$ cat src/rtl/pong_pkg.sv
// Shared Pong definitions: screen geometry, scoring limit, paddle rows,
// the game FSM state encoding and a saturating score helper.
// No ports (package).
package pong_pkg;

    localparam int unsigned LCD_WIDTH  = 240;
    localparam int unsigned LCD_HEIGHT = 320;
    localparam int unsigned MAX_SCORE  = 10;
    localparam int unsigned PADDLE_1_Y = 20;   // player 1 paddle, top goal
    localparam int unsigned PADDLE_2_Y = 290;  // player 2 paddle, bottom goal

    // Codes are visible to Graphics through game_state, so keep them fixed.
    typedef enum logic [2:0] {
        IDLE      = 3'd0,
        SERVE     = 3'd1,
        PLAY      = 3'd2,
        POINT     = 3'd3,
        GAME_OVER = 3'd4
    } state_t;

    // Add one point, holding at the winning score instead of wrapping.
    function automatic logic [3:0] sat_inc(input logic [3:0] value,
                                           input logic [3:0] limit);
        return (value >= limit) ? limit : value + 4'd1;
    endfunction

endpackage

$ cat src/rtl/rise_detect.sv
// Registered rising-edge detector.
// Ports: clock, reset (sync, active-high), in (level), pulse (one clock per
// rising edge of in).
module rise_detect (
    input  logic clock,
    input  logic reset,
    input  logic in,
    output logic pulse
);

    logic in_q;
    logic armed;

    // armed stays low for the first clock after reset so a level that was
    // already high during reset is not mistaken for a fresh edge.
    always_ff @(posedge clock) begin
        if (reset) begin
            in_q  <= 1'b0;
            armed <= 1'b0;
        end else begin
            in_q  <= in;
            armed <= 1'b1;
        end
    end

    assign pulse = in & ~in_q & armed;

endmodule

$ cat src/rtl/score_keeper.sv
// Pong score keeper and game sequencer.
// Ports: clock, reset (sync, active-high), tick (game-rate strobe),
// start (button level), ball_y (ball row) in; score_1, score_2,
// ball_reset (serve recentre pulse), ball_enable, serve_dir
// (0 up / 1 down), winner (0 none, 1 p1, 2 p2), game_state (FSM code) out.
module score_keeper #(
    parameter int unsigned LCD_HEIGHT  = pong_pkg::LCD_HEIGHT,
    parameter int unsigned MAX_SCORE   = pong_pkg::MAX_SCORE,
    parameter int unsigned SERVE_DELAY = 60
) (
    input  logic       clock,
    input  logic       reset,
    input  logic       tick,
    input  logic       start,
    input  logic [8:0] ball_y,
    output logic [3:0] score_1,
    output logic [3:0] score_2,
    output logic       ball_reset,
    output logic       ball_enable,
    output logic       serve_dir,
    output logic [1:0] winner,
    output logic [2:0] game_state
);

    import pong_pkg::*;

    localparam logic [3:0] SCORE_LIMIT = 4'(MAX_SCORE);
    localparam logic [7:0] SERVE_LAST  = 8'(SERVE_DELAY - 1);
    localparam logic [8:0] BOTTOM_ROW  = 9'(LCD_HEIGHT - 1);

    state_t     state, state_next;
    logic       start_edge;
    logic [7:0] counter, counter_next;
    logic       point_p2, point_p2_next;   // who scored the pending point
    logic [3:0] score_1_next, score_2_next;
    logic       ball_reset_next, ball_enable_next, serve_dir_next;
    logic [1:0] winner_next;

    rise_detect u_start_edge (
        .clock (clock),
        .reset (reset),
        .in    (start),
        .pulse (start_edge)
    );

    assign game_state = state;

    // Registered outputs are computed as next values so each one reflects
    // the state being entered on the same edge.
    always_comb begin
        state_next       = state;
        counter_next     = counter;
        point_p2_next    = point_p2;
        score_1_next     = score_1;
        score_2_next     = score_2;
        ball_reset_next  = 1'b0;
        ball_enable_next = 1'b0;
        serve_dir_next   = serve_dir;
        winner_next      = winner;

        case (state)
            IDLE, GAME_OVER: begin
                if (start_edge) begin
                    state_next      = SERVE;
                    score_1_next    = '0;
                    score_2_next    = '0;
                    winner_next     = '0;
                    serve_dir_next  = 1'b0;
                    counter_next    = '0;
                    ball_reset_next = 1'b1;
                end
            end
            SERVE: begin
                if (tick) begin
                    if (counter == SERVE_LAST) begin
                        state_next       = PLAY;
                        ball_enable_next = 1'b1;
                    end else begin
                        counter_next = counter + 8'd1;
                    end
                end
            end
            PLAY: begin
                ball_enable_next = 1'b1;
                if (tick) begin
                    if (ball_y == '0) begin
                        state_next       = POINT;
                        ball_enable_next = 1'b0;
                        point_p2_next    = 1'b1;
                        score_2_next     = sat_inc(score_2, SCORE_LIMIT);
                    end else if (ball_y >= BOTTOM_ROW) begin
                        state_next       = POINT;
                        ball_enable_next = 1'b0;
                        point_p2_next    = 1'b0;
                        score_1_next     = sat_inc(score_1, SCORE_LIMIT);
                    end
                end
            end
            POINT: begin
                if ((point_p2 ? score_2 : score_1) == SCORE_LIMIT) begin
                    state_next  = GAME_OVER;
                    winner_next = point_p2 ? 2'd2 : 2'd1;
                end else begin
                    // Serve toward whoever conceded.
                    state_next      = SERVE;
                    serve_dir_next  = ~point_p2;
                    counter_next    = '0;
                    ball_reset_next = 1'b1;
                end
            end
            default: state_next = IDLE;
        endcase
    end

    always_ff @(posedge clock) begin
        if (reset) begin
            state       <= IDLE;
            counter     <= '0;
            point_p2    <= 1'b0;
            score_1     <= '0;
            score_2     <= '0;
            ball_reset  <= 1'b0;
            ball_enable <= 1'b0;
            serve_dir   <= 1'b0;
            winner      <= '0;
        end else begin
            state       <= state_next;
            counter     <= counter_next;
            point_p2    <= point_p2_next;
            score_1     <= score_1_next;
            score_2     <= score_2_next;
            ball_reset  <= ball_reset_next;
            ball_enable <= ball_enable_next;
            serve_dir   <= serve_dir_next;
            winner      <= winner_next;
        end
    end

endmodule

$ cat config.mk
export PLATFORM = sky130hd
export DESIGN_NAME = score_keeper
export DESIGN_NICKNAME = d
export VERILOG_FILES = /design/src/rtl/pong_pkg.sv /design/src/rtl/rise_detect.sv /design/src/rtl/score_keeper.sv
export SDC_FILE = /design/constraint.sdc
export NUM_CORES = 1
export LEC_CHECK = 0
export CAP_MARGIN = 30
export CELL_PAD_IN_SITES_DETAIL_PLACEMENT = 1
export CELL_PAD_IN_SITES_GLOBAL_PLACEMENT = 2
export CORE_UTILIZATION = 33
export CTS_BUF_LIST = sky130_fd_sc_hd__clkbuf_8
export CTS_CLUSTER_DIAMETER = 200
export DETAILED_ROUTE_END_ITERATION = 10
export PLACE_DENSITY = 0.95
export SYNTH_ARGS = -nofsm -noshare
export SYNTH_HDL_FRONTEND = slang
export SYNTH_SLANG_ARGS = --single-unit
$ cat constraint.sdc
create_clock -name clock -period 3.7 [get_ports clock]
set_input_delay 0.925 -clock clock [delete_from_list [all_inputs] [get_ports clock]]
set_output_delay 0.925 -clock clock [all_outputs]
set_load 0.02 [all_outputs]
==> summary.md <==
| Metric | Value |
|---|---|
| Post-DP Area | `1760 sq um` |
| Port Buffers | `28` |
| Period Utilization, post-route | `67.1%` |
| Final Max Tran Viols | `0` |
| Critical path cell sequence | `clkdlybuf4s50_1` |
| DRT antenna net count | `0` |
| Fraction of final layout cells sized beyond drive strength 1 | `between 8 and 9%` |
| Detailed Routing Iterations Pass 1 | `4` |
| WP data required | `about 2.8 ns` |
| IO Count | `29` |
| Syn avg cell area | `8.43 sq um` |
| CTS tree | `done` |
| RSZ-0062 raised after global routing | `no` |
| Cells after Synth | `about 170` |
| Cell count after placement | `244` |
| Seq cells post-synth | `27` |
| Largest net degree at the start of global routing | `19` |
| Initial DRC count | `43` |
| GRT overflow | `0` |
| LEAKAGE | `0.631 nW` |
| Buffers and inverters on the worst path | `1` |
| Overall Global Routing Usage | `19.2%` |
| Final Skew | `0.00342 ns` |
| YS warnings | `0` |
| Pwr per Cell Area | `around 300 nW/um^2` |
| DR WL met3 | `116 um` |
| Antenna diode count | `0` |
| CP Class | `register to output port` |
| Clock buffers created by TritonCTS | `3` |
| Fillers | `505` |
| Slew @ Worst Pin | `between 0.6 and 0.7 ns` |
| First-pass GRT wire length | `6710 um` |
| Die ar. | `roughly 4700 sq um` |
| Outcome | `finished, final reports clean` |
| Final Setup Violations | `0` |
| Clk sinks | `27` |
| Final min period | `~2.5 ns` |
| Setup Buffers After CTS | `0` |
| H-tree depth | `1` |
| Hold Crit Class | `register to register` |
| Max Root-Sink Buffers | `2` |
| Initial antenna violation count | `0` |
| Via/cell ratio | `between 5 and 6` |
| Post-Syn Area | `~1500 sq um` |
| Critical-path top delay cell | `clkdlybuf4s50_1` |
| Most common cell in the netlist | `dfxtp_1` |
| Register area | `541 sq um` |
| Row count | `23` |
| P&R area growth vs syn | `23.6%` |
| Area of the multi-input gates | `861 sq um` |
| Number of global-route vias before repair | `1,408` |
| Highest routed layer | `met4` |
| Resized cells post-CTS | `0` |
| Gpl congestion | `a little over 0.8` |
| Max-Cap Viols | `0` |
| Startpoint Class | `register` |
| Top_reg_cell synth | `dfxtp_1` |
| Final non-filler cell area | `1800 sq um` |
| Die width | `68.5 um` |
| Post-synthesis sequential area ratio | `around 37%` |
| Initial Utilization | `35.4%` |
| Area leader, netlist | `dfxtp_1` |
| Top-area cell type share of the netlist area | `37.1%` |
| HPWL after DPL | `2970 um` |
| Synth unique cells | `48` |
| Number of synthesized flops with an enable pin | `0` |
| CP arrival | `1.56 ns` |
| CP max stage delay | `0.69 ns` |
| Asr flop ratio synth | `0%` |
| Final WL | `3850 um` |
| Clk Latency, worst-skew pair | `0.27 ns` |
| Maximum clock frequency | `between 400 and 500 MHz` |
| Total core area | `between 4000 and 5000 sq um` |
| Die height | `68.5 um` |
| WL met1 | `1770 um` |
| Worst-path clk slew | `0.09 ns` |
| Synthesized Nets | `191` |
| Slew HR | `53.5%` |
| Met2 wire len | `1900 um` |
| Worst setup EP type | `output port` |
| Maximum VDD drop | `102 uV` |
| Hold Fails Final Rpt | `0` |
| DRC | `0` |
| Nets | `217` |
| Via Count | `~1.3k` |
| Synth top cells by count | `dfxtp_1, nor2_1, nand2_1` |
| Top cells by area, synth | `dfxtp_1, nor2_1, nand2_1` |
| Hold buffers post-CTS | `0` |
| CP delay by family, top | `buffers and inverters` |
| Setup TNS | `0 ns` |
| Clk root buf | `clkbuf_8` |
| Routed len/inst | `15.5 um` |
| Non-Filler Instances | `248` |
| Crit Path Max Fanout | `14` |
[tightest hold or removal path, delay by kind of cell (launching register included)]
kind               cells  cell delay (ns)
AOI/OAI and AO/OA      1             0.06
and+or+nand+nor        1             0.08
DFF                    1             0.32
[cell families (layout without fill, tap and decap cells)]
| logic type | Yosys count | count (layout) | share of synthesized area (%) |
|---|---|---|---|
| DFF | 27 | 27 | 37.1 |
| adders and majority gates | 5 | 5 | 4.29 |
| xor gates and xnor gates | 6 | 6 | 3.61 |
| muxes | 1 | 1 | 0.687 |
| and+or+nand+nor | 88 | 88 | 34.7 |
| AOI/OAI and AO/OA | 36 | 36 | 15.8 |
| buffers and inverters | 10 | 35 | 3.86 |
[cell type report]
| cell class | count | area share [%] |
|---|---|---|
| Sequential cell | 27 | 30.0 |
| Clock buffer | 3 | 2.29 |
| Timing Repair Buffer | 28 | 15.6 |
| Inverter | 3 | 0.625 |
| Tap cell | 50 | 3.47 |
| Clock inverter | 1 | 0.278 |
| Multi-Input combinational cell | 136 | 47.8 |
[metrics by stage]
stage                     power, W  hold slack [ns]  worst slack (ns)  util [%]
after floorplan           0.000354            0.459              1.78         -
after global placement    0.000380            0.482              1.10      42.7
after detailed placement  0.000384            0.476              1.03      42.7
after CTS                 0.000552            0.500              1.20      43.8
after global routing      0.000573            0.520              1.12      43.8
final                     0.000547            0.501              1.22      43.8
[sequential cells by signal, indices dropped and copies added (netlist names)]
| signal | count |
|---|---|
| u_start_edge.armed | 1 |
| score_2 | 4 |
| point_p2 | 1 |
| ball_reset | 1 |
| serve_dir | 1 |
| winner | 2 |
| game_state | 3 |
| u_start_edge.in_q | 1 |
| score_1 | 4 |
| ball_enable | 1 |
| counter | 8 |
[power by group]
group	total, W	switching (W)	internal (W)
combinational	0.0000734	0.0000385	0.0000349
clock	0.000170	0.0000942	0.0000756
sequential	0.000303	0.00000815	0.000295
total	0.000547	0.000141	0.000406
[per-layer routing]
layer  vias up  GRT usage, %
met5         -             0
met3         5          1.50
met2        24          32.7
li1        674             -
met4         0          7.81
met1       642          24.8
[worst paths after layout]
check | depth (start not counted) | slack [ns] | to | start
min | 2 | 0.50 | serve_dir$_SDFFE_PP0P_ | serve_dir$_SDFFE_PP0P_
max reg2reg | 4 | 1.87 | game_state[0]$_SDFFE_PP0P_ | game_state[1]$_SDFFE_PP0P_
min reg2reg | 2 | 0.50 | serve_dir$_SDFFE_PP0P_ | serve_dir$_SDFFE_PP0P_
max | 1 | 1.22 | game_state[1] | game_state[1]$_SDFFE_PP0P_
[placed cells by master (no fill, tap or decap), drive strengths merged, types with 5 or more instances in the layout]
cell	n
nor3	6
clkdlybuf4s50	28
nand3	8
nor2	22
a21oi	13
o21ai	9
nand2	19
nand4	7
ha	5
dfxtp	27
Note: power is estimated with default switching activity, not from simulation.
